**src/rtl/sdram_read_pkg.sv**
```systemverilog
// rtl/sdram_read_pkg.sv - shared SDRAM command codes, timing defaults and read-master state type
package sdram_read_pkg;

    // {CS_N, RAS_N, CAS_N, WE_N}
    localparam logic [3:0] CMD_NOP  = 4'b0111;
    localparam logic [3:0] CMD_ACT  = 4'b0011;
    localparam logic [3:0] CMD_READ = 4'b0101;
    localparam logic [3:0] CMD_PRE  = 4'b0010;

    // Must match the mode register programmed by the init master.
    localparam int CL_DEF = 3;
    localparam int BL_DEF = 4;

    // PRE with A10=1 closes every bank.
    localparam logic [12:0] PRE_ALL_ADDR = 13'h0400;

    typedef enum logic [2:0] {
        S_IDLE,
        S_REQ,
        S_ACT,
        S_TRCD,
        S_RD,
        S_DRAIN,
        S_PRE
    } rd_state_t;

endpackage

```
**src/rtl/sdram_rd_capture.sv**
```systemverilog
// rtl/sdram_rd_capture.sv - read data capture: valid-tag pipeline plus DQ sampling register
//
// Ports:
//   clk, rst_n   clock, asynchronous active-low reset
//   rd_issue     high in the cycle a READ command is on the SDRAM bus
//   rd_dq        SDRAM data input
//   rd_data      captured word
//   rd_data_vld  rd_data holds a fresh word this cycle
module sdram_rd_capture #(
    parameter int CL = 3,
    parameter int BL = 4
) (
    input  logic        clk,
    input  logic        rst_n,
    input  logic        rd_issue,
    input  logic [15:0] rd_dq,
    output logic [15:0] rd_data,
    output logic        rd_data_vld
);

    localparam int DEPTH = CL + BL - 1;

    // tag[i] is high in cycle t+1+i for a READ issued in cycle t.
    logic [DEPTH-1:0] tag;
    logic             sample;

    // Words of a burst arrive in cycles t+CL .. t+CL+BL-1.
    assign sample = |tag[DEPTH-1:CL-1];

    always_ff @(posedge clk or negedge rst_n) begin
        if (!rst_n) begin
            tag         <= '0;
            rd_data     <= '0;
            rd_data_vld <= 1'b0;
        end else begin
            tag         <= {tag[DEPTH-2:0], rd_issue};
            rd_data_vld <= sample;
            if (sample) begin
                rd_data <= rd_dq;
            end
        end
    end

endmodule

```
**src/rtl/sdram_read.sv**
```systemverilog
// rtl/sdram_read.sv - SDRAM read master: ACT/READ/PRE sequencing with refresh yield at burst boundaries
//
// Ports:
//   clk, rst_n   clock (SDRAM clock is ~clk), asynchronous active-low reset
//   rd_trig      start pulse, ignored while busy
//   aref_req     refresh pending; read yields at the next burst boundary
//   rd_en        arbiter grant pulse, honoured only while requesting
//   rd_req       request to the arbiter
//   flag_rd_end  one-cycle pulse: segment done, bank precharged
//   rd_cmd       {CS_N,RAS_N,CAS_N,WE_N}
//   rd_addr      SDRAM address bus
//   rd_dq        SDRAM data input
//   rd_data      captured word, valid with rd_data_vld
//   rd_busy      transfer in progress
module sdram_read
    import sdram_read_pkg::*;
#(
    parameter int CL      = CL_DEF,
    parameter int BL      = BL_DEF,
    parameter int TRCD    = 2,
    parameter int TRP     = 2,
    parameter int COL_NUM = 512,
    parameter int RD_ROWS = 2
) (
    input  logic        clk,
    input  logic        rst_n,
    input  logic        rd_trig,
    input  logic        aref_req,
    input  logic        rd_en,
    output logic        rd_req,
    output logic        flag_rd_end,
    output logic [3:0]  rd_cmd,
    output logic [12:0] rd_addr,
    input  logic [15:0] rd_dq,
    output logic [15:0] rd_data,
    output logic        rd_data_vld,
    output logic        rd_busy
);

    localparam logic [7:0]  TRCD_LAST = 8'(TRCD - 2);
    localparam logic [7:0]  BL_LAST   = 8'(BL - 1);
    localparam logic [7:0]  CL_LAST   = 8'(CL - 1);
    localparam logic [7:0]  TRP_LAST  = 8'(TRP - 1);
    localparam logic [8:0]  COL_STEP  = 9'(BL);
    localparam logic [8:0]  COL_LAST  = 9'(COL_NUM - BL);
    localparam logic [12:0] ROW_LAST  = 13'(RD_ROWS - 1);

    rd_state_t   state, next_state;
    logic [7:0]  cnt, cnt_next;
    logic [8:0]  col, col_next;
    logic [12:0] row, row_next;
    logic        row_done, row_done_next;
    logic [3:0]  cmd_next;
    logic [12:0] addr_next;
    logic        flag_next;
    logic        last_burst;

    assign last_burst = (col == COL_LAST);

    always_comb begin
        next_state    = state;
        cnt_next      = cnt;
        col_next      = col;
        row_next      = row;
        row_done_next = row_done;
        cmd_next      = CMD_NOP;
        addr_next     = rd_addr;
        flag_next     = 1'b0;

        case (state)
            S_IDLE: begin
                if (rd_trig) begin
                    next_state = S_REQ;
                end
            end
            S_REQ: begin
                if (rd_en) begin
                    next_state = S_ACT;
                    cnt_next   = '0;
                end
            end
            S_ACT: begin
                cmd_next   = CMD_ACT;
                addr_next  = row;
                cnt_next   = '0;
                next_state = (TRCD == 1) ? S_RD : S_TRCD;
            end
            S_TRCD: begin
                if (cnt == TRCD_LAST) begin
                    cnt_next   = '0;
                    next_state = S_RD;
                end else begin
                    cnt_next = cnt + 8'd1;
                end
            end
            S_RD: begin
                if (cnt == '0) begin
                    cmd_next  = CMD_READ;
                    addr_next = {4'b0000, col};
                end
                if (cnt == BL_LAST) begin
                    cnt_next = '0;
                    // End of row takes priority over a refresh yield so only one PRE is issued.
                    if (last_burst) begin
                        col_next      = '0;
                        row_done_next = 1'b1;
                        next_state    = S_DRAIN;
                    end else begin
                        col_next = col + COL_STEP;
                        if (aref_req) begin
                            next_state = S_DRAIN;
                        end
                    end
                end else begin
                    cnt_next = cnt + 8'd1;
                end
            end
            S_DRAIN: begin
                // Let the last burst's data come off the bus before closing the row.
                if (cnt == CL_LAST) begin
                    cnt_next   = '0;
                    next_state = S_PRE;
                end else begin
                    cnt_next = cnt + 8'd1;
                end
            end
            S_PRE: begin
                if (cnt == '0) begin
                    cmd_next  = CMD_PRE;
                    addr_next = PRE_ALL_ADDR;
                end
                if (cnt == TRP_LAST) begin
                    flag_next = 1'b1;
                    cnt_next  = '0;
                    if (!row_done) begin
                        // Refresh yield: col already points at the next burst.
                        next_state = S_REQ;
                    end else if (row == ROW_LAST) begin
                        next_state    = S_IDLE;
                        row_next      = '0;
                        col_next      = '0;
                        row_done_next = 1'b0;
                    end else begin
                        next_state    = S_REQ;
                        row_next      = row + 13'd1;
                        row_done_next = 1'b0;
                    end
                end else begin
                    cnt_next = cnt + 8'd1;
                end
            end
            default: begin
                next_state = S_IDLE;
            end
        endcase
    end

    always_ff @(posedge clk or negedge rst_n) begin
        if (!rst_n) begin
            state       <= S_IDLE;
            cnt         <= '0;
            col         <= '0;
            row         <= '0;
            row_done    <= 1'b0;
            rd_cmd      <= CMD_NOP;
            rd_addr     <= '0;
            flag_rd_end <= 1'b0;
            rd_req      <= 1'b0;
            rd_busy     <= 1'b0;
        end else begin
            state       <= next_state;
            cnt         <= cnt_next;
            col         <= col_next;
            row         <= row_next;
            row_done    <= row_done_next;
            rd_cmd      <= cmd_next;
            rd_addr     <= addr_next;
            flag_rd_end <= flag_next;
            rd_req      <= (next_state == S_REQ);
            rd_busy     <= (next_state != S_IDLE);
        end
    end

    sdram_rd_capture #(
        .CL (CL),
        .BL (BL)
    ) u_capture (
        .clk         (clk),
        .rst_n       (rst_n),
        .rd_issue    (rd_cmd == CMD_READ),
        .rd_dq       (rd_dq),
        .rd_data     (rd_data),
        .rd_data_vld (rd_data_vld)
    );

endmodule

```
**config.mk**
```make
export PLATFORM = sky130hd
export DESIGN_NAME = sdram_read
export DESIGN_NICKNAME = d
export VERILOG_FILES = /design/src/rtl/sdram_read_pkg.sv /design/src/rtl/sdram_rd_capture.sv /design/src/rtl/sdram_read.sv
export SDC_FILE = /design/constraint.sdc
export NUM_CORES = 1
export LEC_CHECK = 0
export ABC_AREA = 1
export BUFFER_PORTS_ARGS = -buffer_cell sky130_fd_sc_hd__buf_4
export CORE_AREA = 2 2 98 109
export DETAILED_ROUTE_END_ITERATION = 16
export DIE_AREA = 0 0 100 111
export HOLD_SLACK_MARGIN = 0.08
export PLACE_DENSITY = 0.57
export SYNTH_ARGS = -nofsm -noshare
export SYNTH_HDL_FRONTEND = slang
export SYNTH_HIERARCHICAL = 1
export SYNTH_SLANG_ARGS = --single-unit
```
**constraint.sdc**
```tcl
create_clock -name clk -period 1.4 [get_ports clk]
set_clock_uncertainty 0.05 [all_clocks]
set_input_delay 0.14 -clock clk [delete_from_list [all_inputs] [get_ports clk]]
set_output_delay 0.14 -clock clk [all_outputs]
set_load 0.1 [all_outputs]
```
==> flow_summary_export.csv, run 1 <==
group,metric,value,unit
cells_and_area,most-common-layout-cells,"buf_4, nand2_1, dfrtp_1",
route,wirelength,10600,um
critical_path,cp_cell_sequence,"nor2_4, nand2_1, nor2_2, nor2_2, nor2_4, nand3_2, nor2_2, nand2_1",
synth,ys_warn_count,6,
global_route,overflow,0,
route,drc,0,
clock_tree,cts_buffers,9,
critical_path,critical_path_peak_fanout,3,
route,vias,3760,
cells_and_area,final_common_cell,"buf_4",
outcome,violations,"negative setup slack",
sta,setup_viol,46,
clock_tree,clock_latency,340,ps
cells_and_area,instances_no_fill,776,
floorplan,die_x,100,um
sta,rsz0062_at_grt,"yes",
min_path,worst_hold_path_type,"input port to asynchronous set/reset pin",
critical_path,timing.rr.end,"rd_busy$_DFF_PN0_",
critical_path,critPathSlowestCell,"dfrtp_2",
clock_tree,cts_root_buffer,"clkbuf_16",
floorplan,fp.dieArea,0.0111,mm^2
route,drtIter0Drc,96,
global_route,grt_pass1_wl,17400,um
sta,fin_crit_sh,116,%
global_route,grt_use_total,19.8,%
cells_and_area,syn_to_final_growth,57.0,%
floorplan,coreArea,0.0101,mm^2
route,drt_first_pass_iters,5,
global_route,grt_pass1_vias,3742,
clock_tree,cts_tree,"done",
pwr,ir_worst_vdd,0.981,mV
critical_path,critical_path_required,1570,ps
critical_path,crit_arrival,1790,ps
cells_and_area,finalNetCount,676,
global_route,antenna_found_initial,0,
synth,syn_area,0.00390,mm^2
sta,hold_viol,0,
critical_path,r2r_start,"cnt[3]$_DFFE_PN0P_",
place,numPortBuffers,56,
critical_path,cp_num_buf_inv,0,
route,via_per_inst,4.85,
floorplan,die_y,111,um
clock_tree,cts.clk_slew.worst_paths,60,ps
cells_and_area,antenna_cells,0,
critical_path,cp-start-kind,"flop",
place,dp.cells,725,
synth,ys_types,35,
place,dp_hpwl,7400,um
floorplan,io_pins,58,
sta,fmax,0.618,GHz
synth,syn_area_per_cell,8.12,um^2
cells_and_area,final_area,0.00612,mm^2
synth,synth_nets,508,
synth,synth_seq_cells,74,
synth,synth_cells,480,
sta,period_needed,1620,ps
clock_tree,clock-sinks,74,
sta,setup_slack,-217,ps
floorplan,row_count,39,
critical_path,slowest_delay,440,ps
synth,ys_seq_area_share,47.6,%
route,routedWlPerCell,13.6,um
critical_path,reg2reg_slack,-220,ps
critical_path,cpMostUsedCell,"nor2_2",
pwr,leakagePower,3.06,nW
critical_path,reg2reg_depth,8,
global_route,grt_max_degree,32,
critical_path,setup.worst_path.end_class,"flop",
floorplan,initial_core_util,38.4,%
cells_and_area,drive_gt1_share,43.0,%
place,post_dp_cell_area,0.00504,mm^2
flow_run,maxCapViolations,0,
route,detail-route-antenna-nets,0,
pwr,powerDensity,1990,mW/mm^2
sta,slew_viol_final,0,
clock_tree,clk_path_buf_depth,2,
pwr,finalPower,12.2,mW
outcome,run_status,"finished with violations",
place,gp_congestion,0.904,
critical_path,worstSetupPathType,"flop to flop",
clock_tree,ctsHtreeMaxLevel,3,
critical_path,path_delay_family,"simple AND/OR/NAND/NOR gates",
flip-flops by register name, indices dropped and copies added, names as in the netlist:
name / cells
u_capture/rd_data_vld: 1
u_capture/tag: 6
rd_busy: 1
row_done: 1
col: 7
flag_rd_end: 1
row: 13
state: 3
rd_addr: 13
rd_req: 1
u_capture/rd_data: 16
cnt: 8
rd_cmd: 3
stage by stage:
| stage | util [%] | hold WS (ps) | setup TNS, ps | setup slack, ps |
|---|---|---|---|---|
| after floorplan | - | -206 | -700 | -43.7 |
| after global placement | 49.7 | 0.613 | -6290 | -265 |
| after detailed placement | 49.7 | 1.66 | -6810 | -269 |
| after CTS | 58.5 | 166 | -6250 | -200 |
| after global routing | 60.3 | 216 | -11800 | -302 |
| final | 60.3 | 193 | -7600 | -217 |
power breakdown:
group	total (mW)	leakage, nW	switching, mW	internal, mW
clock network	2.49	0.160	0.914	1.57
logic	6.76	1.93	4.61	2.16
registers	2.92	0.973	0.292	2.63
total	12.2	3.06	5.81	6.36
cell families (layout without fill, tap and decap cells):
family                     after synthesis  in the layout  synth area share [%]
and+or+nand+nor                        282            283                  34.1
xor gates and xnor gates                13             13                  2.92
AOI/OAI and AO/OA                       42             42                  6.29
buffers and inverters                   61            233                  6.74
DFF                                     74             74                  47.6
adders and majority gates                7              7                  2.25
other                                    1              1                0.0962
metal layers:
metal | vias to the layer above | track usage, % | wire, um
met3 | 24 | 3.72 | 369
met1 | 1759 | 25.1 | 4660
li1 | 1890 | - | -
met2 | 87 | 33.1 | 5280
met5 | - | 0 | 0
met4 | 0 | 8.22 | 265
cell type report:
type                    count  area [um^2]
well taps                 123          154
clock buffers               9          225
flip-flops and latches     74         1860
inverters                  50          203
fillers                   831         4030
clock inverters             7          100
repair buffers            167         1420
multi-input cells         346         2160
synthesized netlist by cell type (all sizes together):
library cell	count	area (um^2)
nand2	138	566
dfrtp	71	1780
nand3	71	360
nor2	52	283
inv	50	188
o21ai	27	146
xor2	12	105
buf	10	71.3
nor3	9	45.0
nand4	8	50.1
ha	7	87.6
a21oi	5	25.0
dfstp	3	78.8
o211ai	3	22.5
o22ai	3	18.8
nand3b	2	15.0
a21boi	1	7.51
a21o	1	7.51
a31oi	1	6.26
and2	1	6.26
clkbuf	1	3.75
conb	1	3.75
nor4	1	6.26
o21bai	1	11.3
xnor2	1	8.76
how the worst max path moves through the flow:
stage	startpoint	end	slack (ps)	depth (start not counted)
finish	cnt[3]$_DFFE_PN0P_	rd_busy$_DFF_PN0_	-220	8
global route	cnt[1]$_DFFE_PN0P_	rd_busy$_DFF_PN0_	-300	10
CTS	cnt[1]$_DFFE_PN0P_	rd_addr[1]$_DFFE_PN0P_	-200	9
detailed placement	cnt[0]$_DFFE_PN0P_	rd_busy$_DFF_PN0_	-270	9
global placement	cnt[0]$_DFFE_PN0P_	rd_busy$_DFF_PN0_	-270	9
floorplan	cnt[1]$_DFFE_PN0P_	col[5]$_DFFE_PN0P_	-40	9
timing repair:
action	CTS	global route
endpoints found under the hold margin	87	0
gates cloned	2	1
hold buffers	17	0
pin swaps	27	22
setup endpoints to repair	48	50
resized for setup	91	44
setup buffers	11	6
Power figures use the tool's default switching activity.
==> inputs of run 2 (changes only) <==
--- a/config.mk
+++ b/config.mk
@@ -8,10 +8,11 @@
 export ABC_AREA = 1
 export BUFFER_PORTS_ARGS = -buffer_cell sky130_fd_sc_hd__buf_4
 export CORE_AREA = 2 2 98 109
+export CTS_CLUSTER_DIAMETER = 200
 export DETAILED_ROUTE_END_ITERATION = 16
 export DIE_AREA = 0 0 100 111
+export GPL_ROUTABILITY_DRIVEN = 0
 export HOLD_SLACK_MARGIN = 0.08
-export PLACE_DENSITY = 0.57
 export SYNTH_ARGS = -nofsm -noshare
 export SYNTH_HDL_FRONTEND = slang
 export SYNTH_HIERARCHICAL = 1
==> run 2 against run 1 <==
Against the previous run: the flow still finishes with violations (negative setup slack); largest power group unchanged; clock power hardly changed; utilization is 0.83 points lower; fmax hardly changed; register-to-register slack hardly changed; via count hardly changed; routed wire length is 2.8% lower; sequential power hardly changed; worst setup slack worse by 0.65 ps.
==> flow_summary_export.csv, run 2 (synthesized netlist as in run 1, its figures left out) <==
group,metric,value,unit
sta,setup_viol,45,
clock_tree,clock_latency,340,ps
floorplan,die_x,100,um
sta,rsz0062_at_grt,"yes",
clock_tree,cts_root_buffer,"clkbuf_16",
sta,period_needed,1620,ps
clock_tree,clock-sinks,74,
route,via_per_inst,4.86,
pwr,pwr-share-seq,23.8,%
critical_path,setup.worst_path.end_class,"flop",
route,drtIter0Drc,199,
critical_path,critical_path_peak_fanout,6,
critical_path,cp_cell_sequence,"buf_6, ha_4, nand2_4, nor2_4, nand2_4, nor2_4, nand3_2, xor2_1",
outcome,run_status,"finished with violations",
critical_path,slowest_delay,380,ps
cells_and_area,instances_no_fill,774,
clock_tree,clk_path_buf_depth,2,
global_route,grt_pass1_vias,3771,
floorplan,fp.dieArea,0.0111,mm^2
route,detail-route-antenna-nets,0,
place,dp.cells,723,
critical_path,cp-start-kind,"flop",
clock_tree,ctsHtreeMaxLevel,3,
cells_and_area,most-common-layout-cells,"buf_4, nand2_1, dfrtp_1",
flow_run,maxCapViolations,0,
cells_and_area,final_common_cell,"buf_4",
place,numPortBuffers,56,
critical_path,critPathSlowestCell,"dfrtp_1",
cells_and_area,largestRegisters,"u_capture/rd_data x16, rd_addr x13, row x13",
pwr,power_frac_comb,55.8,%
cells_and_area,syn_to_final_growth,54.8,%
pwr,leakagePower,2.99,nW
route,drc,0,
cells_and_area,largest_reg_flops,16,
cells_and_area,finalNetCount,674,
pwr,powerDensity,2030,mW/mm^2
pwr,switching_share,47.2,%
global_route,grt_max_degree,31,
global_route,grt_pass1_wl,16900,um
pwr,p_int,6.47,mW
floorplan,initial_core_util,38.4,%
pwr,p_switching,5.79,mW
sta,fin_crit_sh,116,%
floorplan,io_pins,58,
pwr,pwr-share-clk,20.4,%
place,pre_cts_ws,-255,ps
sta,setup_slack,-218,ps
critical_path,crit_arrival,1790,ps
sta,fmax,0.618,GHz
sta,slew_viol_final,0,
route,wirelength,10300,um
floorplan,die_y,111,um
cells_and_area,fill_cells,853,
cells_and_area,drive_gt1_share,41.2,%
outcome,violations,"negative setup slack",
global_route,grt_use_total,18.9,%
route,drt_first_pass_iters,4,
floorplan,coreArea,0.0101,mm^2
sta,hold_viol,0,
route,vias,3759,
clock_tree,cts_tree,"done",
route,routedWlPerCell,13.3,um
clock_tree,cts_buffers,9,
floorplan,row_count,39,
min_path,worst_hold_path_type,"input port to flop",
critical_path,cp_num_buf_inv,1,
critical_path,critical_path_required,1570,ps
clock_tree,cts.clk_slew.worst_paths,60,ps
critical_path,path_delay_family,"simple AND/OR/NAND/NOR gates",
cells_and_area,largest_register,"u_capture/rd_data",
cells_and_area,antenna_cells,0,
pwr,ir_worst_vdd,1.14,mV
place,dp_hpwl,7220,um
global_route,overflow,0,
critical_path,worstSetupPathType,"flop to flop",
global_route,antenna_found_initial,0,
-- run 2: changes by cell type in the layout (fill, tap and decap cells not counted), moves of 3 or more --
| cell | delta |
|---|---|
| inv_2 | +3 |
| nand3_2 | -3 |
| o21ai_2 | -6 |
| o21ai_1 | +3 |
| nor2_2 | -4 |
| o21ai_0 | +3 |
| nor2_4 | +3 |
| nand2_4 | -3 |
| nand3_1 | +4 |
| nand2_2 | +4 |
| dfrtp_2 | -3 |
| dfrtp_1 | +3 |
-- run 2: power by group through the flow --
stage | registers [mW] | logic [mW] | clock network, mW
after floorplan | 5.17 | 1.91 | 0
after global placement | 2.93 | 5.75 | 0
after detailed placement | 2.94 | 5.78 | 0
after CTS | 2.90 | 6.43 | 2.56
after global routing | 2.97 | 7.28 | 2.65
final | 2.91 | 6.84 | 2.50
-- run 2: worst min-delay path, cell delays in order --
cell and delay (ps):
buf_4 110, inv_1 80, a21oi_1 80, nor2_1 100, a21oi_1 60
-- run 2: final cells by class --
type / instances / area [um^2] / area share (%)
multi-input cells: 346 / 2100 / 34.9
repair buffers: 165 / 1400 / 23.2
well taps: 123 / 154 / 2.55
clock inverters: 6 / 88.8 / 1.47
clock buffers: 10 / 239 / 3.96
inverters: 50 / 195 / 3.23
flip-flops and latches: 74 / 1860 / 30.8
-- run 2: metal layers --
metal  wire length [um]  part of all wire, %  global-route usage (%)
met4                272                  2.6                    8.13
met3                414                  4.0                    3.53
met2               5120                   50                    31.6
met5                  0                    0                       0
met1               4470                   44                    23.9
-- run 2: path summary, 6_finish.rpt --
| check | from | to | slack [ps] | cells after the start |
|---|---|---|---|---|
| setup / recovery | cnt[0]$_DFFE_PN0P_ | row[7]$_DFFE_PN0P_ | -220 | 8 |
| hold / removal | aref_req | rd_req$_DFF_PN0_ | 210 | 5 |
| setup reg to reg | cnt[0]$_DFFE_PN0P_ | row[7]$_DFFE_PN0P_ | -220 | 8 |
| hold reg to reg | u_capture/tag[1]$_DFF_PN0_ | u_capture/tag[2]$_DFF_PN0_ | 300 | 0 |
| max in group asynchronous | rst_n | cnt[5]$_DFFE_PN0P_ | 590 | 3 |
| min in group asynchronous | rst_n | u_capture/rd_data[10]$_DFFE_PN0P_ | 220 | 2 |
-- run 2: metrics by stage --
stage / setup TNS [ps] / hold slack [ps] / power [mW] / util (%) / area, um^2
after floorplan: -700 / -206 / 7.08 / - / 3920
after global placement: -5040 / 39.2 / 8.68 / 49.5 / 5020
after detailed placement: -6160 / 40.4 / 8.72 / 49.5 / 5020
after CTS: -5250 / 187 / 11.9 / 57.0 / 5780
after global routing: -10330 / 232 / 12.9 / 59.5 / 6040
final: -6760 / 210 / 12.3 / 59.5 / 6040
-- run 2: repair_timing --
item | in CTS | in global routing
buffers inserted | 9 | 10
hold buffers | 17 | 0
gates cloned | 3 | 0
pin swaps | 17 | 29
resized for setup | 55 | 61
setup endpoints to repair | 47 | 49
hold endpoints to repair | 90 | 0
==> inputs of run 3 (changes only) <==
--- a/config.mk
+++ b/config.mk
@@ -13,6 +13,7 @@
 export DIE_AREA = 0 0 100 111
 export GPL_ROUTABILITY_DRIVEN = 0
 export HOLD_SLACK_MARGIN = 0.08
+export MAX_ROUTING_LAYER = met4
 export SYNTH_ARGS = -nofsm -noshare
 export SYNTH_HDL_FRONTEND = slang
 export SYNTH_HIERARCHICAL = 1
==> run 3 against run 2 <==
Against the previous run: the run still ends with negative setup slack left; sequential power hardly changed; global-route usage increased by 0.56 points; non-clock buffer count is 1 higher; via count up 0.53%; final cell count increased by 0.13%; combinational power increased by 0.6%; sequential share of layout area about the same.
==> flow_summary_export.csv, run 3 (synthesized netlist as in run 1, its figures left out) <==
group,metric,value,unit
outcome,run_status,"finished with violations",
outcome,violations,"negative setup slack",
route,drtIter0Drc,206,
sta,setup_tns,-6940,ps
clock_tree,cts_root_buffer,"clkbuf_16",
route,highest_layer,"met4",
sta,rsz0062_at_grt,"yes",
sta,period_needed,1620,ps
floorplan,fp.dieArea,0.0111,mm^2
place,post_dp_cell_area,0.00502,mm^2
clock_tree,ctsHtreeMaxLevel,3,
critical_path,critPathSlowestCell,"dfrtp_1",
flow_run,maxCapViolations,0,
route,via_per_inst,4.88,
floorplan,row_count,39,
critical_path,path_delay_family,"simple AND/OR/NAND/NOR gates",
route,vias,3779,
pwr,pwr-share-clk,20.3,%
critical_path,crit_arrival,1790,ps
clock_tree,clock_latency,340,ps
pwr,finalPower,12.3,mW
critical_path,cp-start-kind,"flop",
global_route,grt_max_degree,31,
pwr,leakagePower,3.00,nW
critical_path,setup.worst_path.end_class,"flop",
critical_path,worstSetupPathType,"flop to flop",
clock_tree,cts_tree,"done",
floorplan,coreArea,0.0101,mm^2
critical_path,slowest_delay,380,ps
sta,holdWs,209,ps
critical_path,critical_path_peak_fanout,6,
clock_tree,clock-sinks,74,
route,drc,0,
floorplan,initial_core_util,38.4,%
route,detail-route-antenna-nets,0,
pwr,power_frac_comb,56.0,%
place,numPortBuffers,56,
pwr,switching_share,47.2,%
sta,setup_viol,45,
critical_path,cp_cell_sequence,"buf_6, ha_4, nand2_4, nor2_4, nand2_4, nor2_4, nand3_2, xor2_1",
cells_and_area,syn_to_final_growth,54.9,%
place,dp_hpwl,7220,um
cells_and_area,largest_register,"u_capture/rd_data",
cells_and_area,antenna_cells,0,
global_route,grt_pass1_wl,16900,um
cells_and_area,drive_gt1_share,41.3,%
cells_and_area,regArea,0.00186,mm^2
cells_and_area,final_area,0.00604,mm^2
route,wirelength,10300,um
pwr,pwr-share-seq,23.7,%
sta,hold_viol,0,
global_route,grt_use_total,19.5,%
floorplan,die_y,111,um
global_route,grt_pass1_vias,3784,
route,dr_wl_met3,377,um
pwr,powerDensity,2030,mW/mm^2
global_route,antenna_found_initial,0,
route,drt_first_pass_iters,4,
clock_tree,clk_path_buf_depth,2,
sta,fin_crit_sh,115,%
sta,fmax,0.619,GHz
pwr,ir_worst_vdd,1.14,mV
cells_and_area,most-common-layout-cells,"buf_4, nand2_1, dfrtp_1",
route,drt-met1-wl,4500,um
pwr,p_int,6.49,mW
cells_and_area,final_common_cell,"buf_4",
min_path,worst_hold_path_type,"input port to flop",
route,routedWlPerCell,13.3,um
cells_and_area,largest_reg_flops,16,
cells_and_area,multi_input_area,0.00210,mm^2
sta,slew_viol_final,0,
route,wl_met2,5170,um
clock_tree,cts.clk_slew.worst_paths,60,ps
critical_path,cp_num_buf_inv,1,
floorplan,die_x,100,um
cells_and_area,largestRegisters,"u_capture/rd_data x16, rd_addr x13, row x13",
global_route,overflow,0,
cells_and_area,finalNetCount,675,
cells_and_area,fill_cells,857,
sta,setup_slack,-215,ps
pwr,p_switching,5.80,mW
critical_path,critical_path_required,1570,ps
clock_tree,cts_buffers,9,
floorplan,io_pins,58,
[run 3: cell type report]
class | instances | share of cell area, %
inverter | 50 | 3.23
sequential | 74 | 30.7
clock buffer | 10 | 3.96
tap | 123 | 2.55
timing repair buffer | 166 | 23.3
clock inverter | 6 | 1.47
multi-input combinational | 346 | 34.8
[run 3: timing repair]
item,CTS,global route
setup endpoints to repair,47,49
setup buffers,9,11
endpoints found under the hold margin,90,0
cloned,3,0
gates resized for setup,55,60
pin swaps,17,29
hold buffers,17,0
[run 3: final timing paths]
| kind | start | end | slack (ps) | cells after the start |
|---|---|---|---|---|
| min in group asynchronous | rst_n | u_capture/rd_data[10]$_DFFE_PN0P_ | 220 | 2 |
| setup reg to reg | cnt[0]$_DFFE_PN0P_ | row[7]$_DFFE_PN0P_ | -220 | 8 |
| max in group asynchronous | rst_n | u_capture/tag[5]$_DFF_PN0_ | 590 | 3 |
| hold / removal | aref_req | rd_req$_DFF_PN0_ | 210 | 5 |
| hold reg to reg | u_capture/tag[1]$_DFF_PN0_ | u_capture/tag[2]$_DFF_PN0_ | 300 | 0 |
| setup / recovery | cnt[0]$_DFFE_PN0P_ | row[7]$_DFFE_PN0P_ | -220 | 8 |
[run 3: metrics by stage]
stage	utilization [%]	std cells	setup slack [ps]
floorplan	-	480	-43.7
global placement	49.5	723	-233
detailed placement	49.5	723	-255
CTS	57.0	767	-183
global route	59.5	775	-287
finish	59.5	775	-215
[run 3: tightest hold or removal path, stage by stage]
cell and delay [ps]:
buf_4 110, inv_1 80, a21oi_1 70, nor2_1 100
a21oi_1 60
[run 3: per-layer routing]
layer | up-vias | GRT usage (%)
li1 | 1891 | -
met5 | - | -
met4 | 0 | 8.13
met2 | 82 | 31.5
met1 | 1784 | 24.1
met3 | 22 | 3.53
[run 3: power by group through the flow]
stage,clock (mW),sequential [mW],combinational (mW)
6_report,2.50,2.91,6.88
5_1_grt,2.65,2.97,7.33
4_1_cts,2.56,2.90,6.43
3_5_place_dp,0,2.94,5.78
3_3_place_gp,0,2.93,5.75
2_1_floorplan,0,5.17,1.91
